`config.mk`:
```
export PLATFORM = sky130hd
export DESIGN_NAME = uart_tx_ctrl_flat
export DESIGN_NICKNAME = d
export VERILOG_FILES = /design/src/rtl/uart_tx_ctrl_if.sv /design/src/rtl/uart_tx_ctrl.sv /design/src/flat_wrapper.sv
export SDC_FILE = /design/constraint.sdc
export NUM_CORES = 1
export LEC_CHECK = 0
export ABC_AREA = 1
export CELL_PAD_IN_SITES_DETAIL_PLACEMENT = 0
export CELL_PAD_IN_SITES_GLOBAL_PLACEMENT = 1
export CORE_ASPECT_RATIO = 0.5
export CORE_MARGIN = 8
export CORE_UTILIZATION = 30
export CTS_BUF_LIST = sky130_fd_sc_hd__clkbuf_4
export DETAILED_ROUTE_END_ITERATION = 8
export GPL_TIMING_DRIVEN = 0
export PLACE_DENSITY = 0.75
export SLEW_MARGIN = 15
export SYNTH_ARGS = -nofsm -noshare
export SYNTH_HDL_FRONTEND = slang
export SYNTH_SLANG_ARGS = --single-unit
```
`constraint.sdc`:
```
create_clock -name clk -period 2.1 [get_ports clk]
set_clock_uncertainty 0.15 [all_clocks]
set_input_delay 0.525 -clock clk [delete_from_list [all_inputs] [get_ports clk]]
set_output_delay 0.525 -clock clk [all_outputs]
set_load 0.005 [all_outputs]
```
`src/rtl/uart_tx_ctrl_if.sv`:
```
// Host/shift-register side bundle for the UART transmit sequencer.
interface uart_tx_ctrl_if #(
    parameter int DATA_BITS = 8,
    parameter int STOP_BITS = 1
);
    localparam int PKT = DATA_BITS + 1 + STOP_BITS;

    logic                 send;
    logic [DATA_BITS-1:0] data_in;
    logic                 ld;
    logic [1:0]           shift;
    logic [PKT-1:0]       packet;
    logic                 ser_bit;
    logic                 tx;
    logic                 busy;
    logic                 done;

    // Upstream side: host request plus the shift register's serial output
    modport master (
        output send, data_in, ser_bit,
        input  ld, shift, packet, tx, busy, done
    );

    // Sequencer side
    modport slave (
        input  send, data_in, ser_bit,
        output ld, shift, packet, tx, busy, done
    );
endinterface

```
`src/rtl/uart_tx_ctrl.sv`:
```
// UART transmit sequencer: frames a byte, drives load/shift commands to an
// external shift register at baud rate and gates its LSB onto the tx line.
module uart_tx_ctrl #(
    parameter int CLKS_PER_BIT = 868,
    parameter int DATA_BITS    = 8,
    parameter int STOP_BITS    = 1
) (
    input  logic          clk,
    input  logic          rst_n,
    uart_tx_ctrl_if.slave bus
);
    localparam int PKT = DATA_BITS + 1 + STOP_BITS;
    localparam int CW  = $clog2(CLKS_PER_BIT);
    localparam int BW  = $clog2(PKT);

    typedef enum logic [1:0] {IDLE, LOAD, SEND, DONE} state_t;

    state_t         state, state_nxt;
    logic [CW-1:0]  baud_cnt;
    logic [BW-1:0]  bit_cnt;
    logic [PKT-1:0] packet_q;

    logic baud_tc;
    logic last_bit;

    assign baud_tc  = (baud_cnt == CW'(CLKS_PER_BIT - 1));
    assign last_bit = (bit_cnt == BW'(PKT - 1));

    // State register, frame capture and baud/bit counters
    always_ff @(posedge clk) begin
        if (!rst_n) begin
            state    <= IDLE;
            baud_cnt <= '0;
            bit_cnt  <= '0;
            packet_q <= '0;
        end else begin
            state <= state_nxt;
            case (state)
                IDLE: if (bus.send) packet_q <= {{STOP_BITS{1'b1}}, bus.data_in, 1'b0};
                LOAD: begin
                    baud_cnt <= '0;
                    bit_cnt  <= '0;
                end
                SEND: begin
                    if (baud_tc) begin
                        baud_cnt <= '0;
                        if (!last_bit) bit_cnt <= bit_cnt + 1'b1;
                    end else begin
                        baud_cnt <= baud_cnt + 1'b1;
                    end
                end
                default: ;
            endcase
        end
    end

    // Next state and outputs; tx is the only path fed by an input (ser_bit)
    always_comb begin
        state_nxt  = state;
        bus.ld     = 1'b0;
        bus.shift  = 2'd0;
        bus.tx     = 1'b1;
        bus.busy   = 1'b0;
        bus.done   = 1'b0;
        bus.packet = packet_q;
        case (state)
            IDLE: if (bus.send) state_nxt = LOAD;
            LOAD: begin
                bus.ld    = 1'b1;
                bus.busy  = 1'b1;
                state_nxt = SEND;
            end
            SEND: begin
                bus.busy = 1'b1;
                bus.tx   = bus.ser_bit;
                if (baud_tc) begin
                    if (last_bit) state_nxt = DONE;
                    else          bus.shift = 2'd1;
                end
            end
            DONE: begin
                bus.busy  = 1'b1;
                bus.done  = 1'b1;
                state_nxt = IDLE;
            end
            default: state_nxt = IDLE;
        endcase
    end
endmodule

```
`src/flat_wrapper.sv`:
```
// flat-port wrapper written by rule: the top's interface ports become plain ports
module uart_tx_ctrl_flat 
#(
    parameter int CLKS_PER_BIT = 868,
    parameter int DATA_BITS    = 8,
    parameter int STOP_BITS    = 1
)
  (clk, rst_n, bus_send, bus_data_in, bus_ser_bit, bus_ld, bus_shift, bus_packet, bus_tx, bus_busy, bus_done);
  uart_tx_ctrl_if #(.DATA_BITS(DATA_BITS), .STOP_BITS(STOP_BITS)) bus_i ();
  input  logic clk;
  input  logic rst_n;
  input wire logic [$bits(bus_i.send)-1:0] bus_send;
  input wire logic [$bits(bus_i.data_in)-1:0] bus_data_in;
  input wire logic [$bits(bus_i.ser_bit)-1:0] bus_ser_bit;
  output wire logic [$bits(bus_i.ld)-1:0] bus_ld;
  output wire logic [$bits(bus_i.shift)-1:0] bus_shift;
  output wire logic [$bits(bus_i.packet)-1:0] bus_packet;
  output wire logic [$bits(bus_i.tx)-1:0] bus_tx;
  output wire logic [$bits(bus_i.busy)-1:0] bus_busy;
  output wire logic [$bits(bus_i.done)-1:0] bus_done;
  assign bus_i.send = bus_send;
  assign bus_i.data_in = bus_data_in;
  assign bus_i.ser_bit = bus_ser_bit;
  assign bus_ld = bus_i.ld;
  assign bus_shift = bus_i.shift;
  assign bus_packet = bus_i.packet;
  assign bus_tx = bus_i.tx;
  assign bus_busy = bus_i.busy;
  assign bus_done = bus_i.done;
  uart_tx_ctrl #(.CLKS_PER_BIT(CLKS_PER_BIT), .DATA_BITS(DATA_BITS), .STOP_BITS(STOP_BITS)) u_core (.clk(clk), .rst_n(rst_n), .bus(bus_i));
endmodule
```
* Word-level counts from Yosys, hierarchy flattened *
Cells that the tools add are included.

word-level totals
  bits of input ports = 12
  flip-flop bits (word level) = 25

operators by class
  equal/unequal tests = 9
  reductions and logical operators = 6
  multiplexer cells = 16
  $add $sub $neg = 2

operators with widths
  cell                                                    number
  case mux 10 bit (2 select lines)                        1
  adder 10 x 1 -> 10 bit (second input constant)          1
  == test 10 bit (second input constant)                  1
  two-way mux 10 bit                                      1
  two-way mux 2 bit                                       5
  two-way mux 4 bit                                       2
  case mux 2 bit (4 select lines)                         1
  case mux 4 bit (2 select lines)                         1
  AND reduction 3 bit                                     2
  two-way mux 1 bit                                       5
  adder 4 x 1 -> 4 bit (second input constant)            1
  == test 2 bit (second input constant)                   2
  == test 4 bit (second input constant)                   1
  inequality test 2 x 1 -> 1 bit (second input constant)  2
  inequality test 2 bit (second input constant)           2
  OR reduction 3 bit                                      1
  == test 2 x 1 -> 1 bit (second input constant)          1
  logical NOT 2 bit                                       1
  AND reduction 2 bit                                     1
  nonzero test 2 bit                                      1

* Depth between registers and ports, before layout *
Gate-level depths: netlist of run 1.

  depth in word-level cells = 4
  gate-level depth with buffers = 10

* Worst setup path before layout of run 1 *
OpenSTA, ideal clock, no wires.

  kind = register to output
  start point = register u_core.state[0]
  end point = output bus_shift[0]
  cell stages (with the launch flop) = 6
  required time = 1425 ps
  path slack = 319 ps
  buffers on the path = 0
  data arrival time = 1106 ps
  cell sequence = dfxtp_1 > inv_1 > ha_1 > inv_1 > a31oi_1 > and2_1

between the ends
  cells in the longest elaborated chain, start to end = 2

ends and longest elaborated chain
  element                   RTL line            source
  start: declaration        uart_tx_ctrl.sv:18  state_t state, state_nxt;
  start signal: assignment  uart_tx_ctrl.sv:37  state <= state_nxt;
  == test 2 bit             uart_tx_ctrl.sv:66  case (state)
  two-way mux 2 bit         uart_tx_ctrl.sv:66
  end: declaration          flat_wrapper.sv:16  output wire logic [$bits(bus_i.shift)-1:0] bus_shift;

No other way between the ends.

* Worst setup path after layout of run 1 *
  start point = register u_core.baud_cnt[1]
  end point = output bus_shift[0]

between the ends
  cells in the longest elaborated chain, start to end = 3

ends and longest elaborated chain
  element                   RTL line            source
  start: declaration        uart_tx_ctrl.sv:19  logic [CW-1:0] baud_cnt;
  start signal: assignment  uart_tx_ctrl.sv:49  baud_cnt <= baud_cnt + 1'b1;
  == test 10 bit            uart_tx_ctrl.sv:26  assign baud_tc = (baud_cnt == CW'(CLKS_PER_BIT - 1));
  two-way mux 2 bit         uart_tx_ctrl.sv:76  if (baud_tc) begin
  two-way mux 2 bit         uart_tx_ctrl.sv:66

No other way between the ends.

==> results of run 1 <==
-- metrics by stage --
step                      setup slack [ps]  cell area, µm²
after CTS                            -53.5            1780
after global placement                -355            1610
after detailed placement              -353            1610
after global routing                 -45.2            1800
final                                 71.6            1800
after floorplan                        319            1290
-- path summary, 6_finish.rpt --
check / to / slack, ps / cells after the start
setup / recovery: bus_shift[0] / 70 / 5
hold / removal: u_core.bus.packet[4] / 350 / 2
setup reg to reg: u_core.baud_cnt[9] / 210 / 9
hold reg to reg: u_core.bus.packet[4] / 350 / 2
-- Yosys cell counts, drive strengths merged --
master	count
a21oi	7
nand3	10
clkinv	1
and2	1
nor3	6
dfxtp	25
buf	3
clkbuf	1
xor2	2
nand2	33
a31oi	1
xnor2	1
inv	20
o21bai	1
nor2	41
ha	8
or2	1
nand4	7
conb	1
o21ai	8
o21a	1
-- cells by family (layout without fill, tap and decap cells) --
logic type,count (synthesis),count (layout)
compound gates,18,18
xor+xnor,3,3
fa+ha+maj,8,8
buf+inv,25,66
flops,25,25
other cells,1,2
simple gates,99,99
-- flip-flops by register name, summed over array words and instances (netlist names) --
signal	flops
u_core.baud_cnt	10
u_core.bus.packet	9
u_core.bit_cnt	4
u_core.state	2
-- layer usage --
| layer | GRT usage [%] | share of wire [%] |
|---|---|---|
| met1 | 9.89 | 45 |
| met2 | 14.9 | 48 |
| met3 | 2.88 | 5.3 |
| met4 | 2.54 | 1.4 |
| met5 | 0 | 0 |
-- power by group through the flow --
| stage | combinational (W) | sequential [W] | clock (W) |
|---|---|---|---|
| 2_1_floorplan | 0.000394 | 0.000614 | 0 |
| 3_3_place_gp | 0.000658 | 0.000615 | 0 |
| 3_5_place_dp | 0.000664 | 0.000616 | 0 |
| 4_1_cts | 0.000729 | 0.000618 | 0.000227 |
| 5_1_grt | 0.000818 | 0.000629 | 0.000250 |
| 6_report | 0.000727 | 0.000618 | 0.000211 |
-- repair_timing --
action	CTS	global route
pin swaps	2	5
setup buffers	10	2
cloned	0	0
endpoints found under the setup margin	4	3
gates resized for setup	34	9
hold buffers	0	0
-- layout make-up --
| class | instances | area share [%] |
|---|---|---|
| multi-input combinational | 130 | 41.7 |
| sequential | 25 | 29.2 |
| timing repair buffer | 37 | 18.2 |
| inverter | 21 | 4.38 |
| tap | 54 | 3.76 |
| buffer | 4 | 1.32 |
| clock buffer | 3 | 1.25 |
| clock inverter | 1 | 0.278 |
-- worst max-delay path, cell delays in order, from the launching register on --
cell	delay, ps
dfxtp_4	390
ha_4	160
nand2_4	50
nor3_4	200
and2_1	140
buf_2	100
==> flow_summary.ini, run 1 <==
[sta]
finalSetupTns_ps = 0
final.min_clock_period_ps = 2030
rsz0062_at_grt = true
setup_viol = 0
maxSlewViolCount = 0
fin_crit_sh_pct = 96.6
max_freq_mhz = 493
whs_ps = 347
hold_viol_final = 0

[logic_synthesis]
synth_top_cell_by_area = dfxtp_1
yosys.area.top_type_share_pct = 38.8
yosysSeqAreaShare_pct = 38.8
synth.area.mux_share_pct = 0
synth_area_leaders = dfxtp_1 (39%), nor2_1 (11%), nand2_1 (8.7%)
syn_inst = 179
synth_simple_gate_area_share_pct = 35.4
yosysWarnings = 0
synth_fa_ha_area_share_pct = 7.76
synth.avg_cell_area_um2 = 7.21
synth_top_family_by_area = simple AND/OR/NAND/NOR gates
netlist_area_um2 = 1290
synth_compound_area_share_pct = 7.76
ys_types = 27
synthXorXnorAreaFrac_pct = 2.04
synth-seq-cells = 25

[route]
drc_errors = 0
dr.pass1.iters = 4
dr.first_iter.drc_count = 45
wl_per_cell_um = 11.0
detail_route.vias_per_cell = 4.40
via_count = 1211
wirelength_um = 3030
ant_nets = 0

[layout]
syn_to_final_growth_pct = 39.5
area.sequential_um2 = 526
final_cells = 275
fill_cells = 422
antenna_cells = 0
final_cell_mix = nor2_1 (37), nand2_1 (28), clkdlybuf4s50_1 (20)
final_core_util_pct = 44.9
drive_gt1_share_pct = 26.7
multi_input_area_um2 = 749
layout_commonest_cell = nor2_1
nets = 242

[critical_path]
critPathLaunchType = flip-flop
worst-setup-path-type = reg2out
crit_arrival_ps = 1350
critPathMaxFanout = 3
crit_required_ps = 1420
worstSetupEndpointType = primary output
r2r-start = u_core.state[0]
crit_start = u_core.baud_cnt[1]

[power]
power_frac_comb_pct = 46.7
p_leak_nw = 0.758
p_sw_w = 0.000592
p_clk_share_pct = 13.6
seq_power_share_pct = 39.7
p_total_w = 0.00156
switching_share_pct = 38.0
ir_drop_mv = 0.342
intPower_w = 0.000964
p_per_area_nw_per_um2 = 865

[floorplanning]
io_pins = 28
core_um2 = 4000
std_cell_rows = 16
start_util_pct = 32.2
fp.dieW_um = 109
die-area_um2 = 6780
die_h_um = 62.4

[min_path]
hp-class = reg2reg
hp-start = u_core.bus.packet[4]

[grt]
overflow = 0
track_usage_pct = 8.66
grt_max_degree = 15
grt_pass1_vias = 1125
antenna_found_initial = 0
grt_pass1_wl_um = 4930

[clock_network]
clkTransAtPathRegs_ps = 130
htreeDepth = 1
cts_tree = done
clockBufferDepth = 2
cts_buffers = 3
clock-root-buffer = clkbuf_4
clock_latency_ps = 310
cts_num_sinks = 25

[place]
dpl.cell_count = 259
dp_hpwl_um = 2160
port_buffers = 25
place.gp.congestion = 0.801

[run]
maxCapViolations = 0

[run_status]
status = complete, no violations
Note: power is estimated with default switching activity, not from simulation.
==> run 2: changes to the inputs <==
--- a/config.mk
+++ b/config.mk
@@ -15,7 +15,7 @@
 export DETAILED_ROUTE_END_ITERATION = 8
 export GPL_TIMING_DRIVEN = 0
 export PLACE_DENSITY = 0.75
-export SLEW_MARGIN = 15
+export SLEW_MARGIN = 20
 export SYNTH_ARGS = -nofsm -noshare
 export SYNTH_HDL_FRONTEND = slang
 export SYNTH_SLANG_ARGS = --single-unit
==> results of run 2 <==
Final layout, timing and power as in run 1 (identical DEF).
==> run 3: changes to the inputs <==
--- a/config.mk
+++ b/config.mk
@@ -14,7 +14,7 @@
 export CTS_BUF_LIST = sky130_fd_sc_hd__clkbuf_4
 export DETAILED_ROUTE_END_ITERATION = 8
 export GPL_TIMING_DRIVEN = 0
-export PLACE_DENSITY = 0.75
+export PLACE_DENSITY = 0.74
 export SLEW_MARGIN = 20
 export SYNTH_ARGS = -nofsm -noshare
 export SYNTH_HDL_FRONTEND = slang
==> run 3 against run 2 <==
  * Worst hold slack is essentially flat
  * Sequential cell count unchanged
  * Sequential share of layout area is 0.26 points lower
  * Cell area up 0.42%
  * Clock power increased by 8%
  * Global-route usage increased by 0.51 points
  * Critical path depth stayed put
  * Worst setup slack better by 16 ps
  * Sequential power about the same
  * Clock-buffer cell count rose by 1
  * Die area is the same
  * Power is 0.90% higher
==> flow_summary.ini, run 3 (synthesis gave the netlist of run 1 again) <==
[min_path]
min_to = u_core.bus.packet[5]
hp-class = reg2reg
hp-start = u_core.bus.packet[5]
hold-path-cell-count = 2

[grt]
grt_pass1_wl_um = 5230
grt_max_degree = 14
grt_pass1_vias = 1207
antenna_found_initial = 0
overflow = 0
track_usage_pct = 9.17

[route]
ant_nets = 0
detail_route.vias_per_cell = 4.44
wl_per_cell_um = 10.8
wirelength_um = 3010
via_count = 1230
dr.pass1.iters = 4
dr.first_iter.drc_count = 37
drc_errors = 0

[sta]
timing.final.ws_setup_ps = 88.0
final.min_clock_period_ps = 2010
fin_crit_sh_pct = 95.8
max_freq_mhz = 497
maxSlewViolCount = 0
finalSetupTns_ps = 0
rsz0062_at_grt = true
setup_viol = 0
hold_viol_final = 0
whs_ps = 347

[layout]
final_core_util_pct = 45.1
largest_register_ffs = 10
antenna_cells = 0
syn_to_final_growth_pct = 40.1
layout_commonest_cell = nor2_1
nets = 244
drive_gt1_share_pct = 26.9
final_cell_mix = nor2_1 (37), nand2_1 (28), clkdlybuf4s50_1 (20)
regMostFlops = u_core.baud_cnt
fill_cells = 431

[clock_network]
clock_latency_ps = 320
cts_tree = done
cts_num_sinks = 25
hold_buffers = 0
cts_buffers = 3
htreeDepth = 1
clock-root-buffer = clkbuf_4
clockBufferDepth = 2
clkTransAtPathRegs_ps = 130

[floorplanning]
start_util_pct = 32.2
std_cell_rows = 16
fp.dieW_um = 109
core_um2 = 4000
io_pins = 28
die-area_um2 = 6780
die_h_um = 62.4

[place]
place.gp.congestion = 0.807
dp_hpwl_um = 2190
dp_slack_ps = -396
port_buffers = 25

[power]
p_total_w = 0.00157
p_leak_nw = 0.755
ir_drop_mv = 0.371
p_per_area_nw_per_um2 = 869

[critical_path]
worstSetupEndpointType = primary output
r2r-start = u_core.state[0]
crit_required_ps = 1420
worst-setup-path-type = reg2out
r2r_cells = 9
critPathMaxFanout = 2
critPathLaunchType = flip-flop
worst-r2r-setup-slack_ps = 240
crit_arrival_ps = 1340
rr_endpoint = u_core.baud_cnt[9]

[run_status]
status = complete, no violations

[run]
maxCapViolations = 0
## run 3: final cells by class
| type | instances | area (µm²) | share of cell area (%) |
|---|---|---|---|
| inverters | 21 | 78.8 | 4.36 |
| multi-input cells | 130 | 742 | 41.1 |
| clock buffers | 4 | 30.0 | 1.66 |
| flip-flops and latches | 25 | 523 | 28.9 |
| repair buffers | 39 | 342 | 18.9 |
| plain buffers | 4 | 23.8 | 1.32 |
| well taps | 54 | 67.6 | 3.74 |
## run 3: critical path: stages (launching register included)
cell     delay (ps)
dfxtp_2         360
inv_1            40
ha_1            210
a31oi_4         180
and2_1          140
buf_2           100
## run 3: repair_timing
item                       CTS  global route
gates resized for setup     35             5
pin swaps                    4             5
hold endpoints to repair     0             0
setup endpoints to repair    4             3
buffers inserted            13             1
## run 3: worst max path at each step
stage,slack (ps),depth (start not counted),end,start
6_report,90,5,bus_shift[0],u_core.bit_cnt[1]
5_1_grt,-20,6,bus_shift[0],u_core.baud_cnt[6]
4_1_cts,-40,5,bus_shift[0],u_core.baud_cnt[7]
3_5_place_dp,-400,6,bus_shift[0],u_core.state[0]
3_3_place_gp,-400,6,bus_shift[0],u_core.state[0]
2_1_floorplan,320,5,bus_shift[0],u_core.state[0]
## run 3: where the power goes
group | leakage, nW | total (W) | internal (W) | switching (W)
sequential | 0.211 | 0.000616 | 0.000559 | 0.0000568
combinational | 0.526 | 0.000727 | 0.000334 | 0.000393
clock | 0.0184 | 0.000227 | 0.0000871 | 0.000140
## run 3: stage by stage
step | std cells | instance area (µm²)
after detailed placement | 259 | 1610
final | 277 | 1810
after global routing | 277 | 1810
after global placement | 259 | 1610
after floorplan | 180 | 1290
after CTS | 276 | 1810
## run 3: metal layers
metal	share of wire, %	routed length (µm)	global-route usage (%)
met1	43	1300	10.2
met4	0.70	21	2.03
met2	49	1480	15.8
met5	0	0	0
met3	6.6	198	3.81
